## config.mk

```make
export PLATFORM = sky130hd
export DESIGN_NAME = wb_stage_mc_flat
export DESIGN_NICKNAME = d
export VERILOG_FILES = /design/src/rtl/wb_stage_mc_if.sv /design/src/rtl/wb_stage_mc.sv /design/src/flat_wrapper.sv
export SDC_FILE = /design/constraint.sdc
export NUM_CORES = 1
export LEC_CHECK = 0
export ABC_AREA = 1
export CAP_MARGIN = 15
export CORE_MARGIN = 2
export CORE_UTILIZATION = 30
export CTS_CLUSTER_DIAMETER = 80
export CTS_CLUSTER_SIZE = 8
export DETAILED_ROUTE_END_ITERATION = 10
export HOLD_SLACK_MARGIN = 0.1
export PLACE_DENSITY_LB_ADDON = 0.3
export SYNTH_ARGS = -nofsm -noshare
export SYNTH_HDL_FRONTEND = slang
export SYNTH_SLANG_ARGS = --single-unit
```

## constraint.sdc

```tcl
create_clock -name clk -period 3.3 [get_ports clk]
set_input_delay 0.825 -clock clk [delete_from_list [all_inputs] [get_ports clk]]
set_output_delay 0.825 -clock clk [all_outputs]
set_load 0.05 [all_outputs]
```

## src/rtl/wb_stage_mc_if.sv

```systemverilog
`timescale 1ns/1ps
`default_nettype none
// ============================================================================
//  Module      : wb_stage_mc_if
//  Description : Bundle of the write-back stage signals: MEM/WB pipeline
//                result, long-unit valid/ready result, hazard-unit query and
//                register-file write port.
//                master : upstream side (pipeline, long unit, hazard unit)
//                slave  : the write-back stage itself
//  Revision    : 1.0 - initial release
// ============================================================================
interface wb_stage_mc_if #(
    parameter int DATA_W = 32,
    parameter int REG_AW = 5,
    parameter int DEPTH  = 4
);
    localparam int LW = $clog2(DATA_W / 8);
    localparam int CW = $clog2(DEPTH) + 1;

    // MEM/WB pipeline result
    logic              pipe_regwrite;
    logic [1:0]        pipe_sel;
    logic [DATA_W-1:0] pipe_alu;
    logic [DATA_W-1:0] pipe_mem;
    logic [DATA_W-1:0] pipe_pc;
    logic [1:0]        pipe_ld_size;
    logic              pipe_ld_unsigned;
    logic [LW-1:0]     pipe_addr_lo;
    logic [REG_AW-1:0] pipe_rd;

    // Long-latency unit result handshake
    logic              lu_valid;
    logic              lu_ready;
    logic [REG_AW-1:0] lu_rd;
    logic [DATA_W-1:0] lu_data;

    // Hazard-unit probe
    logic [REG_AW-1:0] query_rd;
    logic              query_pending;

    // Register-file write port and status
    logic              rf_we;
    logic [REG_AW-1:0] rf_waddr;
    logic [DATA_W-1:0] rf_wdata;
    logic              rf_src;
    logic [CW-1:0]     q_count;

    modport master (
        output pipe_regwrite, pipe_sel, pipe_alu, pipe_mem, pipe_pc,
               pipe_ld_size, pipe_ld_unsigned, pipe_addr_lo, pipe_rd,
               lu_valid, lu_rd, lu_data, query_rd,
        input  lu_ready, query_pending, rf_we, rf_waddr, rf_wdata, rf_src,
               q_count
    );

    modport slave (
        input  pipe_regwrite, pipe_sel, pipe_alu, pipe_mem, pipe_pc,
               pipe_ld_size, pipe_ld_unsigned, pipe_addr_lo, pipe_rd,
               lu_valid, lu_rd, lu_data, query_rd,
        output lu_ready, query_pending, rf_we, rf_waddr, rf_wdata, rf_src,
               q_count
    );
endinterface
`default_nettype wire

```

## src/rtl/wb_stage_mc.sv

```systemverilog
`timescale 1ns/1ps
`default_nettype none
// ============================================================================
//  Module      : wb_stage_mc
//  Description : Write-back stage merging the in-order MEM/WB result and a
//                long-latency unit result onto one register-file write port.
//                Performs load byte/half extraction with sign/zero extension,
//                buffers long-unit results in a DEPTH-entry FIFO, kills stale
//                queued results on a WAW hit and reports pending queued
//                writes to the hazard unit. rf_* outputs are registered.
//  Ports       : clk   - rising-edge clock
//                reset - asynchronous active-high reset
//                bus   - wb_stage_mc_if.slave (pipeline, long unit, query,
//                        register-file write port, queue occupancy)
//  Revision    : 1.0 - initial release
// ============================================================================
module wb_stage_mc #(
    parameter int DATA_W = 32,
    parameter int REG_AW = 5,
    parameter int DEPTH  = 4
) (
    input  logic         clk,
    input  logic         reset,
    wb_stage_mc_if.slave bus
);
    localparam int LW = $clog2(DATA_W / 8);
    localparam int CW = $clog2(DEPTH) + 1;
    localparam int PW = $clog2(DEPTH);

    localparam logic [CW-1:0] c_depth   = CW'(DEPTH);
    localparam logic [CW-1:0] c_cnt_one = CW'(1);
    localparam logic [PW-1:0] c_ptr_one = PW'(1);

    localparam logic [1:0] c_sel_load = 2'd1;
    localparam logic [1:0] c_sel_link = 2'd2;
    localparam logic [1:0] c_size_b   = 2'd0;
    localparam logic [1:0] c_size_h   = 2'd1;

    // ------------------------------------------------------------------
    // Queue storage. Live bits are reset; rd/data are only meaningful
    // while their live bit is set, so they need no reset.
    // ------------------------------------------------------------------
    logic              r_q_live [DEPTH];
    logic [REG_AW-1:0] r_q_rd   [DEPTH];
    logic [DATA_W-1:0] r_q_data [DEPTH];
    logic [PW-1:0]     r_wr_ptr;
    logic [PW-1:0]     r_rd_ptr;
    logic [CW-1:0]     r_count;

    // Registered write port
    logic              r_rf_we;
    logic [REG_AW-1:0] r_rf_waddr;
    logic [DATA_W-1:0] r_rf_wdata;
    logic              r_rf_src;

    // Combinational control
    logic              w_pipe_live;
    logic              w_lu_ready;
    logic              w_accept;
    logic              w_acc_live;
    logic              w_empty;
    logic              w_head_live;
    logic              w_pop;
    logic              w_query_pending;

    // Load datapath
    logic [7:0]        w_byte;
    logic [15:0]       w_half;
    logic [DATA_W-1:0] w_load;
    logic [DATA_W-1:0] w_pipe_val;

    // ------------------------------------------------------------------
    // Load extraction: little-endian lanes selected by the low address
    // bits; for halfwords the lowest address bit is dropped.
    // ------------------------------------------------------------------
    assign w_byte = 8'(bus.pipe_mem >> {bus.pipe_addr_lo, 3'b000});
    assign w_half = 16'(bus.pipe_mem >> {bus.pipe_addr_lo[LW-1:1], 4'b0000});

    always_comb begin
        w_load = bus.pipe_mem;
        case (bus.pipe_ld_size)
            c_size_b: w_load = {{(DATA_W-8){~bus.pipe_ld_unsigned & w_byte[7]}}, w_byte};
            c_size_h: w_load = {{(DATA_W-16){~bus.pipe_ld_unsigned & w_half[15]}}, w_half};
            default:  w_load = bus.pipe_mem;
        endcase
    end

    // Select 3 is reserved and falls back to the ALU result.
    always_comb begin
        w_pipe_val = bus.pipe_alu;
        case (bus.pipe_sel)
            c_sel_load: w_pipe_val = w_load;
            c_sel_link: w_pipe_val = bus.pipe_pc;
            default:    w_pipe_val = bus.pipe_alu;
        endcase
    end

    // ------------------------------------------------------------------
    // Queue control
    // ------------------------------------------------------------------
    assign w_pipe_live = bus.pipe_regwrite && (bus.pipe_rd != '0);

    // Readiness depends only on the current occupancy: a full queue never
    // accepts, even when its head drains in the same cycle.
    assign w_lu_ready  = (r_count < c_depth) && !reset;
    assign w_accept    = bus.lu_valid && w_lu_ready;

    // A result for x0, or one overwritten by a same-cycle pipeline write,
    // enters the queue already dead and only occupies a slot.
    assign w_acc_live  = (bus.lu_rd != '0) &&
                         !(w_pipe_live && (bus.lu_rd == bus.pipe_rd));

    assign w_empty     = (r_count == '0);
    assign w_head_live = r_q_live[r_rd_ptr];

    // Dead heads are discarded at once; live heads wait for an idle port.
    assign w_pop       = !w_empty && (!w_head_live || !w_pipe_live);

    // Unoccupied slots always have live=0, so scanning every slot is safe.
    always_comb begin
        w_query_pending = 1'b0;
        for (int i = 0; i < DEPTH; i++) begin
            if (r_q_live[i] && (r_q_rd[i] == bus.query_rd)) begin
                w_query_pending = 1'b1;
            end
        end
        if (bus.query_rd == '0) begin
            w_query_pending = 1'b0;
        end
    end

    // ------------------------------------------------------------------
    // Queue state, occupancy and write-port registers
    // ------------------------------------------------------------------
    always_ff @(posedge clk or posedge reset) begin
        if (reset) begin
            for (int i = 0; i < DEPTH; i++) begin
                r_q_live[i] <= 1'b0;
            end
            r_wr_ptr   <= '0;
            r_rd_ptr   <= '0;
            r_count    <= '0;
            r_rf_we    <= 1'b0;
            r_rf_waddr <= '0;
            r_rf_wdata <= '0;
            r_rf_src   <= 1'b0;
        end else begin
            // WAW kill of every queued entry targeting the pipeline's rd.
            for (int i = 0; i < DEPTH; i++) begin
                if (w_pipe_live && (r_q_rd[i] == bus.pipe_rd)) begin
                    r_q_live[i] <= 1'b0;
                end
            end

            if (w_pop) begin
                r_q_live[r_rd_ptr] <= 1'b0;
                r_rd_ptr           <= r_rd_ptr + c_ptr_one;
            end

            // Accept slot is never the head of an occupied queue, so this
            // cannot collide with the pop clear above.
            if (w_accept) begin
                r_q_live[r_wr_ptr] <= w_acc_live;
                r_wr_ptr           <= r_wr_ptr + c_ptr_one;
            end

            case ({w_accept, w_pop})
                2'b10:   r_count <= r_count + c_cnt_one;
                2'b01:   r_count <= r_count - c_cnt_one;
                default: r_count <= r_count;
            endcase

            // Address/data/source hold their last value when idle.
            if (w_pipe_live) begin
                r_rf_we    <= 1'b1;
                r_rf_waddr <= bus.pipe_rd;
                r_rf_wdata <= w_pipe_val;
                r_rf_src   <= 1'b0;
            end else if (w_pop && w_head_live) begin
                r_rf_we    <= 1'b1;
                r_rf_waddr <= r_q_rd[r_rd_ptr];
                r_rf_wdata <= r_q_data[r_rd_ptr];
                r_rf_src   <= 1'b1;
            end else begin
                r_rf_we    <= 1'b0;
            end
        end
    end

    always_ff @(posedge clk) begin
        if (w_accept) begin
            r_q_rd[r_wr_ptr]   <= bus.lu_rd;
            r_q_data[r_wr_ptr] <= bus.lu_data;
        end
    end

    // ------------------------------------------------------------------
    // Outputs
    // ------------------------------------------------------------------
    assign bus.lu_ready      = w_lu_ready;
    assign bus.query_pending = w_query_pending;
    assign bus.rf_we         = r_rf_we;
    assign bus.rf_waddr      = r_rf_waddr;
    assign bus.rf_wdata      = r_rf_wdata;
    assign bus.rf_src        = r_rf_src;
    assign bus.q_count       = r_count;

endmodule
`default_nettype wire

```

## src/flat_wrapper.sv

```systemverilog
// flat-port wrapper written by rule: the top's interface ports become plain ports
module wb_stage_mc_flat 
#(
    parameter int DATA_W = 32,
    parameter int REG_AW = 5,
    parameter int DEPTH  = 4
)
  (clk, reset, bus_pipe_regwrite, bus_pipe_sel, bus_pipe_alu, bus_pipe_mem, bus_pipe_pc, bus_pipe_ld_size, bus_pipe_ld_unsigned, bus_pipe_addr_lo, bus_pipe_rd, bus_lu_valid, bus_lu_rd, bus_lu_data, bus_query_rd, bus_lu_ready, bus_query_pending, bus_rf_we, bus_rf_waddr, bus_rf_wdata, bus_rf_src, bus_q_count);
  wb_stage_mc_if #(.DATA_W(DATA_W), .REG_AW(REG_AW), .DEPTH(DEPTH)) bus_i ();
  input  logic clk;
  input  logic reset;
  input wire logic [$bits(bus_i.pipe_regwrite)-1:0] bus_pipe_regwrite;
  input wire logic [$bits(bus_i.pipe_sel)-1:0] bus_pipe_sel;
  input wire logic [$bits(bus_i.pipe_alu)-1:0] bus_pipe_alu;
  input wire logic [$bits(bus_i.pipe_mem)-1:0] bus_pipe_mem;
  input wire logic [$bits(bus_i.pipe_pc)-1:0] bus_pipe_pc;
  input wire logic [$bits(bus_i.pipe_ld_size)-1:0] bus_pipe_ld_size;
  input wire logic [$bits(bus_i.pipe_ld_unsigned)-1:0] bus_pipe_ld_unsigned;
  input wire logic [$bits(bus_i.pipe_addr_lo)-1:0] bus_pipe_addr_lo;
  input wire logic [$bits(bus_i.pipe_rd)-1:0] bus_pipe_rd;
  input wire logic [$bits(bus_i.lu_valid)-1:0] bus_lu_valid;
  input wire logic [$bits(bus_i.lu_rd)-1:0] bus_lu_rd;
  input wire logic [$bits(bus_i.lu_data)-1:0] bus_lu_data;
  input wire logic [$bits(bus_i.query_rd)-1:0] bus_query_rd;
  output wire logic [$bits(bus_i.lu_ready)-1:0] bus_lu_ready;
  output wire logic [$bits(bus_i.query_pending)-1:0] bus_query_pending;
  output wire logic [$bits(bus_i.rf_we)-1:0] bus_rf_we;
  output wire logic [$bits(bus_i.rf_waddr)-1:0] bus_rf_waddr;
  output wire logic [$bits(bus_i.rf_wdata)-1:0] bus_rf_wdata;
  output wire logic [$bits(bus_i.rf_src)-1:0] bus_rf_src;
  output wire logic [$bits(bus_i.q_count)-1:0] bus_q_count;
  assign bus_i.pipe_regwrite = bus_pipe_regwrite;
  assign bus_i.pipe_sel = bus_pipe_sel;
  assign bus_i.pipe_alu = bus_pipe_alu;
  assign bus_i.pipe_mem = bus_pipe_mem;
  assign bus_i.pipe_pc = bus_pipe_pc;
  assign bus_i.pipe_ld_size = bus_pipe_ld_size;
  assign bus_i.pipe_ld_unsigned = bus_pipe_ld_unsigned;
  assign bus_i.pipe_addr_lo = bus_pipe_addr_lo;
  assign bus_i.pipe_rd = bus_pipe_rd;
  assign bus_i.lu_valid = bus_lu_valid;
  assign bus_i.lu_rd = bus_lu_rd;
  assign bus_i.lu_data = bus_lu_data;
  assign bus_i.query_rd = bus_query_rd;
  assign bus_lu_ready = bus_i.lu_ready;
  assign bus_query_pending = bus_i.query_pending;
  assign bus_rf_we = bus_i.rf_we;
  assign bus_rf_waddr = bus_i.rf_waddr;
  assign bus_rf_wdata = bus_i.rf_wdata;
  assign bus_rf_src = bus_i.rf_src;
  assign bus_q_count = bus_i.q_count;
  wb_stage_mc #(.DATA_W(DATA_W), .REG_AW(REG_AW), .DEPTH(DEPTH)) u_core (.clk(clk), .reset(reset), .bus(bus_i));
endmodule
```

; After elaboration in Yosys (flattened, before gate mapping)
; Memories as Yosys holds them, arrays and structs flattened.
; Index checks and enable logic that the tools add are counted.
[op_classes]
addsub = 4
n_lt_le_gt_ge = 5
n_eq_ne = 14
shifts = 2
mux = 32
bitwise = 7
reduce_logical = 30
[ops]
columns = operator, count
row1 = $pmux W32 S2, 2
row2 = $mux W32, 2
row3 = $eq A5 B5 Y1, 9
row4 = $shr A32 B5 Y16, 1
row5 = $shr A32 B5 Y8, 1
row6 = $mux W1, 19
row7 = $logic_and A1 B1 Y1, 17
row8 = $mux W5, 2
row9 = $reduce_bool A5 Y1, 2
row10 = $mux W4, 2
row11 = $eq A2 B1 Y1 const B, 3
row12 = $ge A3 B3 Y1 const B, 2
row13 = $lt A3 B1 Y1 const B, 2
row14 = $not A2 Y3, 2
row15 = $pmux W3 S2, 1
row16 = $logic_not A1 Y1, 5
row17 = $logic_not A5 Y1, 1
row18 = $add A2 B1 Y2 const B, 2
row19 = $and A4 B4 Y4, 1
row20 = $bwmux W4, 1
row21 = $demux W1 S2, 2
row22 = $eq A2 B2 Y1 const B, 2
row23 = $not A4 Y4, 1
row24 = $reduce_bool A2 Y1, 2
row25 = other kinds (9), 10
[word_totals]
register_bits = 50
mem_bits_rw = 148
out_inout_bits = 44
elab_cells = 107
memories = 2
[memory_table]
columns = memory, depth, width, rd, rd_clocked_by_memory_dff, wr, line
row1 = u_core.r_q_data, 4, 32, 1, 0, 1, wb_stage_mc.sv:45  ; logic [DATA_W-1:0] r_q_data [DEPTH];
row2 = u_core.r_q_rd, 4, 5, 5, 0, 1, wb_stage_mc.sv:44  ; logic [REG_AW-1:0] r_q_rd [DEPTH];

; Longest topological paths before layout
[logic_depth]
ltp_word = 10
depth_mapped = 14

; Worst setup path after synthesis
; No wires, ideal clock.
[synth_timing]
path_kind = input-to-reg
startpoint = input reset
endpoint = memory u_core.r_q_data[0][0], enable pin
arrival_ns = 2.750
t_required_ns = 2.908
slack_ns = 0.157
cell_stages = 5
path_buffers = 0
cell_sequence = nor2_1 > nand2_1 > inv_1 > nand2_1 > inv_1
[synth_between]
elab_chain_cells = 5
[synth_lines]
columns = item, line
row1 = from (decl), flat_wrapper.sv:11  ; input logic reset;
row2 = $logic_not A1 Y1, wb_stage_mc.sv:105  ; assign w_lu_ready = (r_count < c_depth) && !reset;
row3 = $logic_and A1 B1 Y1, wb_stage_mc.sv:105
row4 = $logic_and A1 B1 Y1, wb_stage_mc.sv:106  ; assign w_accept = bus.lu_valid && w_lu_ready;
row5 = $mux W1, wb_stage_mc.sv:191  ; if (w_accept) begin
row6 = $mux W1 (implied by the code), wb_stage_mc.sv:193  ; r_q_data[r_wr_ptr] <= bus.lu_data;
row7 = to (decl), wb_stage_mc.sv:45
; No other way between the ends.

; Worst setup path after layout
[layout_timing]
startpoint = input bus_query_rd[4]
endpoint = output bus_query_pending
[layout_between]
elab_chain_cells = 7
word_cells_on_any_way = 14
classes_between = eq/ne (4) / mux (5) / reduce/logical (5)
[layout_lines]
columns = item, line
row1 = from (decl), flat_wrapper.sv:24  ; input wire logic [$bits(bus_i.query_rd)-1:0] bus_query_rd;
row2 = $eq A5 B5 Y1, wb_stage_mc.sv:123  ; if (r_q_live[i] && (r_q_rd[i] == bus.query_rd)) begin
row3 = $logic_and A1 B1 Y1, wb_stage_mc.sv:123
row4 = $mux W1 (4 in a row), wb_stage_mc.sv:123
row5 = $mux W1 (*), wb_stage_mc.sv:127  ; if (bus.query_rd == '0) begin
row6 = to (decl), flat_wrapper.sv:26  ; output wire logic [$bits(bus_i.query_pending)-1:0] bus_query_pending;
; Every way passes the cells marked *; elsewhere a longest branch is shown, timed or not.

==> impl_metrics.csv <==
group,metric,value,unit
yosys,synth.distinct_cells,39,
route,vias,8238,
place,place_inst,1670,
global_route,grt_max_degree,67,
yosys,synth-adder-area-share,1.591,%
yosys,synth_seq_area_share,57.49,%
yosys,synth_top_cell_by_area,"edfxtp_1",
floorplanning,die_w,185.7,um
sta,fin_skew,0.009438,ns
yosys,synth_top_family_by_area,"simple AND/OR/NAND/NOR gates",
sta,maxSlewViolCount,0,
min_path,hold_start,"u_core.bus.rf_wdata[7]$_DFFE_PP0P_",
worst_setup_path,critPathTopFamily,"buffers and inverters",
yosys,ys_seq_elements,198,
clocking,cts_made_buffers,17,
cells_and_area,final_cell_mix,"256 x nand2_1, 195 x clkdlybuf4s50_1, 148 x edfxtp_1",
worst_setup_path,cp_slowest_cell,"clkdlybuf4s50_1",
yosys,synth_top_cell_area_share,44.86,%
yosys,synth_nets,1227,
route,wl_per_cell,18.04,um
worst_setup_path,cpMostUsedCell,"nor2_1",
route,drc,0,
clocking,clkTransAtPathRegs,0.07,ns
floorplanning,ios,198,
clocking,numClockSinks,198,
sta,fin_setup_tns,0,ns
cells_and_area,area_delta_synth_final,32.12,%
clocking,post_cts_buffers,0,
place,place_congestion,0.8459,
clocking,htreeDepth,4,
floorplanning,start_util,30.45,%
global_route,grt_overflow,0,
cells_and_area,nNetsFinal,1414,
worst_setup_path,cp.required,2.47,ns
sta,rsz0062_at_grt,"no",
cells_and_area,drive_gt1_share,8.168,%
sta,slew_headroom,53.02,%
route,initialDrtViolationCount,781,
worst_setup_path,start_kind,"input pin",
worst_setup_path,path_buf_inv,3,
place,port_buffers,197,
sta,worst_hold_slack,0.4832,ns
yosys,syn_avg_cell_area,9.337,um2
worst_setup_path,r2r_setup_slack,0.91,ns
cells_and_area,layout.cells.most_common,"nand2_1",
yosys,synth-simple-area-share,18.58,%
worst_setup_path,cp_data_arrival_time,2.30,ns
floorplanning,die_h,185.7,um
worst_setup_path,crit_type,"in2out",
worst_setup_path,end_kind,"output port",
worst_setup_path,crit_path_max_fanout,7,
route,first_pass_iters,8,
worst_setup_path,setup.worst_path.start,"bus_query_rd[4]",
sta,period_minus_slack,3.129,ns
worst_setup_path,reg2reg_from,"u_core.r_rd_ptr[0]$_DFFE_PP0N_",
clocking,clk_path_buf_depth,2,
floorplanning,rows,66,
yosys,muxShareOfSynthArea,0,%
clocking,root_buffer,"clkbuf_16",
power_and_ir_drop,p_leak,4.993,nW
cells_and_area,fillerInstances,3220,
flow_run,drv_cap,0,
power_and_ir_drop,power_density,717.4,mW/mm2
route,vias_per_cell,4.826,
yosys,ys_top_cells_by_area,"edfxtp_1 45%, dfrtp_1 13%, nand2_1 9.7%, o21ai_0 6.1%, nor2_1 5.4%",
power_and_ir_drop,power.total,9.390,mW
yosys,syn_area,0.009907,mm2
global_route,antenna_found_initial,4,
yosys,synthXorXnorAreaFrac,2.829,%
floorplanning,die_area,0.03449,mm2
worst_setup_path,path_cells,"clkdlybuf4s50_1, inv_1, nor2_1, a211oi_1, nand3_1, nand2_1, nor2_1, a21oi_2, buf_12",
status,status,"finished, final reports clean",
yosys,ys.warnings.count,0,
min_path,hold_path_class,"reg2reg",
worst_setup_path,max_stage_delay,0.43,ns
yosys,synth_compound_gate_area_share,14.80,%
route,totalWireLength,30.80,mm
floorplanning,coreArea,0.03254,mm2
yosys,synth_cells,1061,
sta,setup_viol,0,
sta,fin_crit_sh,94.83,%
sta,hold_viol_final,0,
global_route,grt_pass1_wl,45.65,mm
clocking,cts_tree,"yes",
clocking,insertion_delay,0.44,ns
global_route,grt.total_usage,17.63,%
place,dp_hpwl,21.82,mm
cells_and_area,fin_cells,1707,
power_and_ir_drop,irDropWorstVdd,0.5381,mV
sta,max_freq,0.3195,GHz
sta,worst_slew_pin_slew,0.7048,ns
global_route,grt_pass1_vias,7839,
route,drtAntennaViolNets,0,
==> metal layers <==
layer / vias to the layer above / global-route usage (%) / wire [um]
met5: - / 0 / 10
met4: 2 / 4.598 / 393
met3: 30 / 4.578 / 2580
met2: 290 / 27.11 / 13500
met1: 3897 / 24.66 / 14320
li1: 4019 / - / -
==> repair_timing <==
action                     in CTS  in global routing
resized for setup               0                  2
hold buffers                    0                  0
setup endpoints to repair       0                  1
==> layout make-up <==
| cell class | instances | area [um2] | area share, % |
|---|---|---|---|
| diodes | 4 | 10.01 | 0.07647 |
| clock buffers | 17 | 425.4 | 3.250 |
| clock inverters | 15 | 217.7 | 1.663 |
| inverters | 38 | 142.6 | 1.090 |
| multi-input cells | 760 | 3749 | 28.64 |
| flip-flops and latches | 198 | 5697 | 43.52 |
| well taps | 442 | 553.0 | 4.225 |
| repair buffers | 233 | 2295 | 17.53 |
==> worst register-to-register path, delay by kind of cell (launching register included) <==
| family | cells | cell delay, ns |
|---|---|---|
| buf+inv | 2 | 0.82 |
| flops | 1 | 0.49 |
| compound gates | 4 | 0.68 |
| simple gates | 2 | 0.33 |
==> final timing paths <==
kind                                                       endpoint  depth (start not counted)
worst max register to register  u_core.bus.rf_wdata[16]$_DFFE_PP0P_                          8
max in group asynchronous            u_core.r_rd_ptr[0]$_DFFE_PP0N_                          3
worst min-delay path             u_core.bus.rf_wdata[7]$_DFFE_PP0P_                          2
worst min register to register   u_core.bus.rf_wdata[7]$_DFFE_PP0P_                          2
worst max-delay path                              bus_query_pending                          9
min in group asynchronous       u_core.bus.rf_wdata[24]$_DFFE_PP0P_                          3
==> logic make-up (layout without fill, tap and decap cells) <==
kind of cell | count (synthesis) | after routing
AO/OA/AOI/OAI | 260 | 260
XOR/XNOR | 32 | 32
adder cells (fa/ha/maj) | 12 | 12
buffers and inverters | 103 | 303
flip-flops | 198 | 198
other | 0 | 4
AND/OR/NAND/NOR | 456 | 456
==> Yosys cell counts <==
cell type  number
nor2_1        142
a32o_1          9
nor3b_1         1
a21oi_1        60
dfrtp_1        50
a221oi_1        1
a22o_1          1
o21ai_0       120
fa_1            1
buf_4           3
nand3_2         1
ha_1           11
nand2_4         2
clkbuf_1       36
buf_2          18
nor3_2          1
o21a_1          1
nand4_1         8
or2_2           8
nor4_1          1
inv_2           4
clkbuf_2        1
o21ai_1        15
xnor2_1        11
nand2_2         3
edfxtp_1      148
nand2_1       256
xor2_1         21
a21oi_2        10
nor2_4          1
a211oi_1        3
a31oi_1         2
buf_1           1
nand3_1        21
nor3_1         11
o211ai_4        1
inv_1          34
buf_6           6
o22ai_1        37
==> registers in the layout, indices dropped and copies added, names as in the netlist <==
signal,count
u_core.bus.q_count,3
u_core.bus.rf_src,1
u_core.bus.rf_waddr,5
u_core.bus.rf_wdata,32
u_core.bus.rf_we,1
u_core.r_q_data,128
u_core.r_q_live,4
u_core.r_q_rd,20
u_core.r_rd_ptr,2
u_core.r_wr_ptr,2
==> where the power goes <==
part           total (mW)  switching (mW)  internal [mW]
sequential           3.32           0.233           3.08
combinational        3.82            2.54           1.28
clock                2.25           0.959           1.29
==> per-stage QoR <==
| step | cell area (um2) | worst slack [ns] | utilization, % |
|---|---|---|---|
| 6_report | 13090 | 0.1705 | 40.23 |
| 4_1_cts | 13060 | 0.08755 | 40.14 |
| 3_3_place_gp | 12420 | 0.02037 | 38.16 |
| 3_5_place_dp | 12420 | 0.08283 | 38.16 |
| 5_1_grt | 13080 | 0.01733 | 40.21 |
| 2_1_floorplan | 9907 | 0.1575 | - |
No activity file was read; power rests on OpenSTA's default activity.
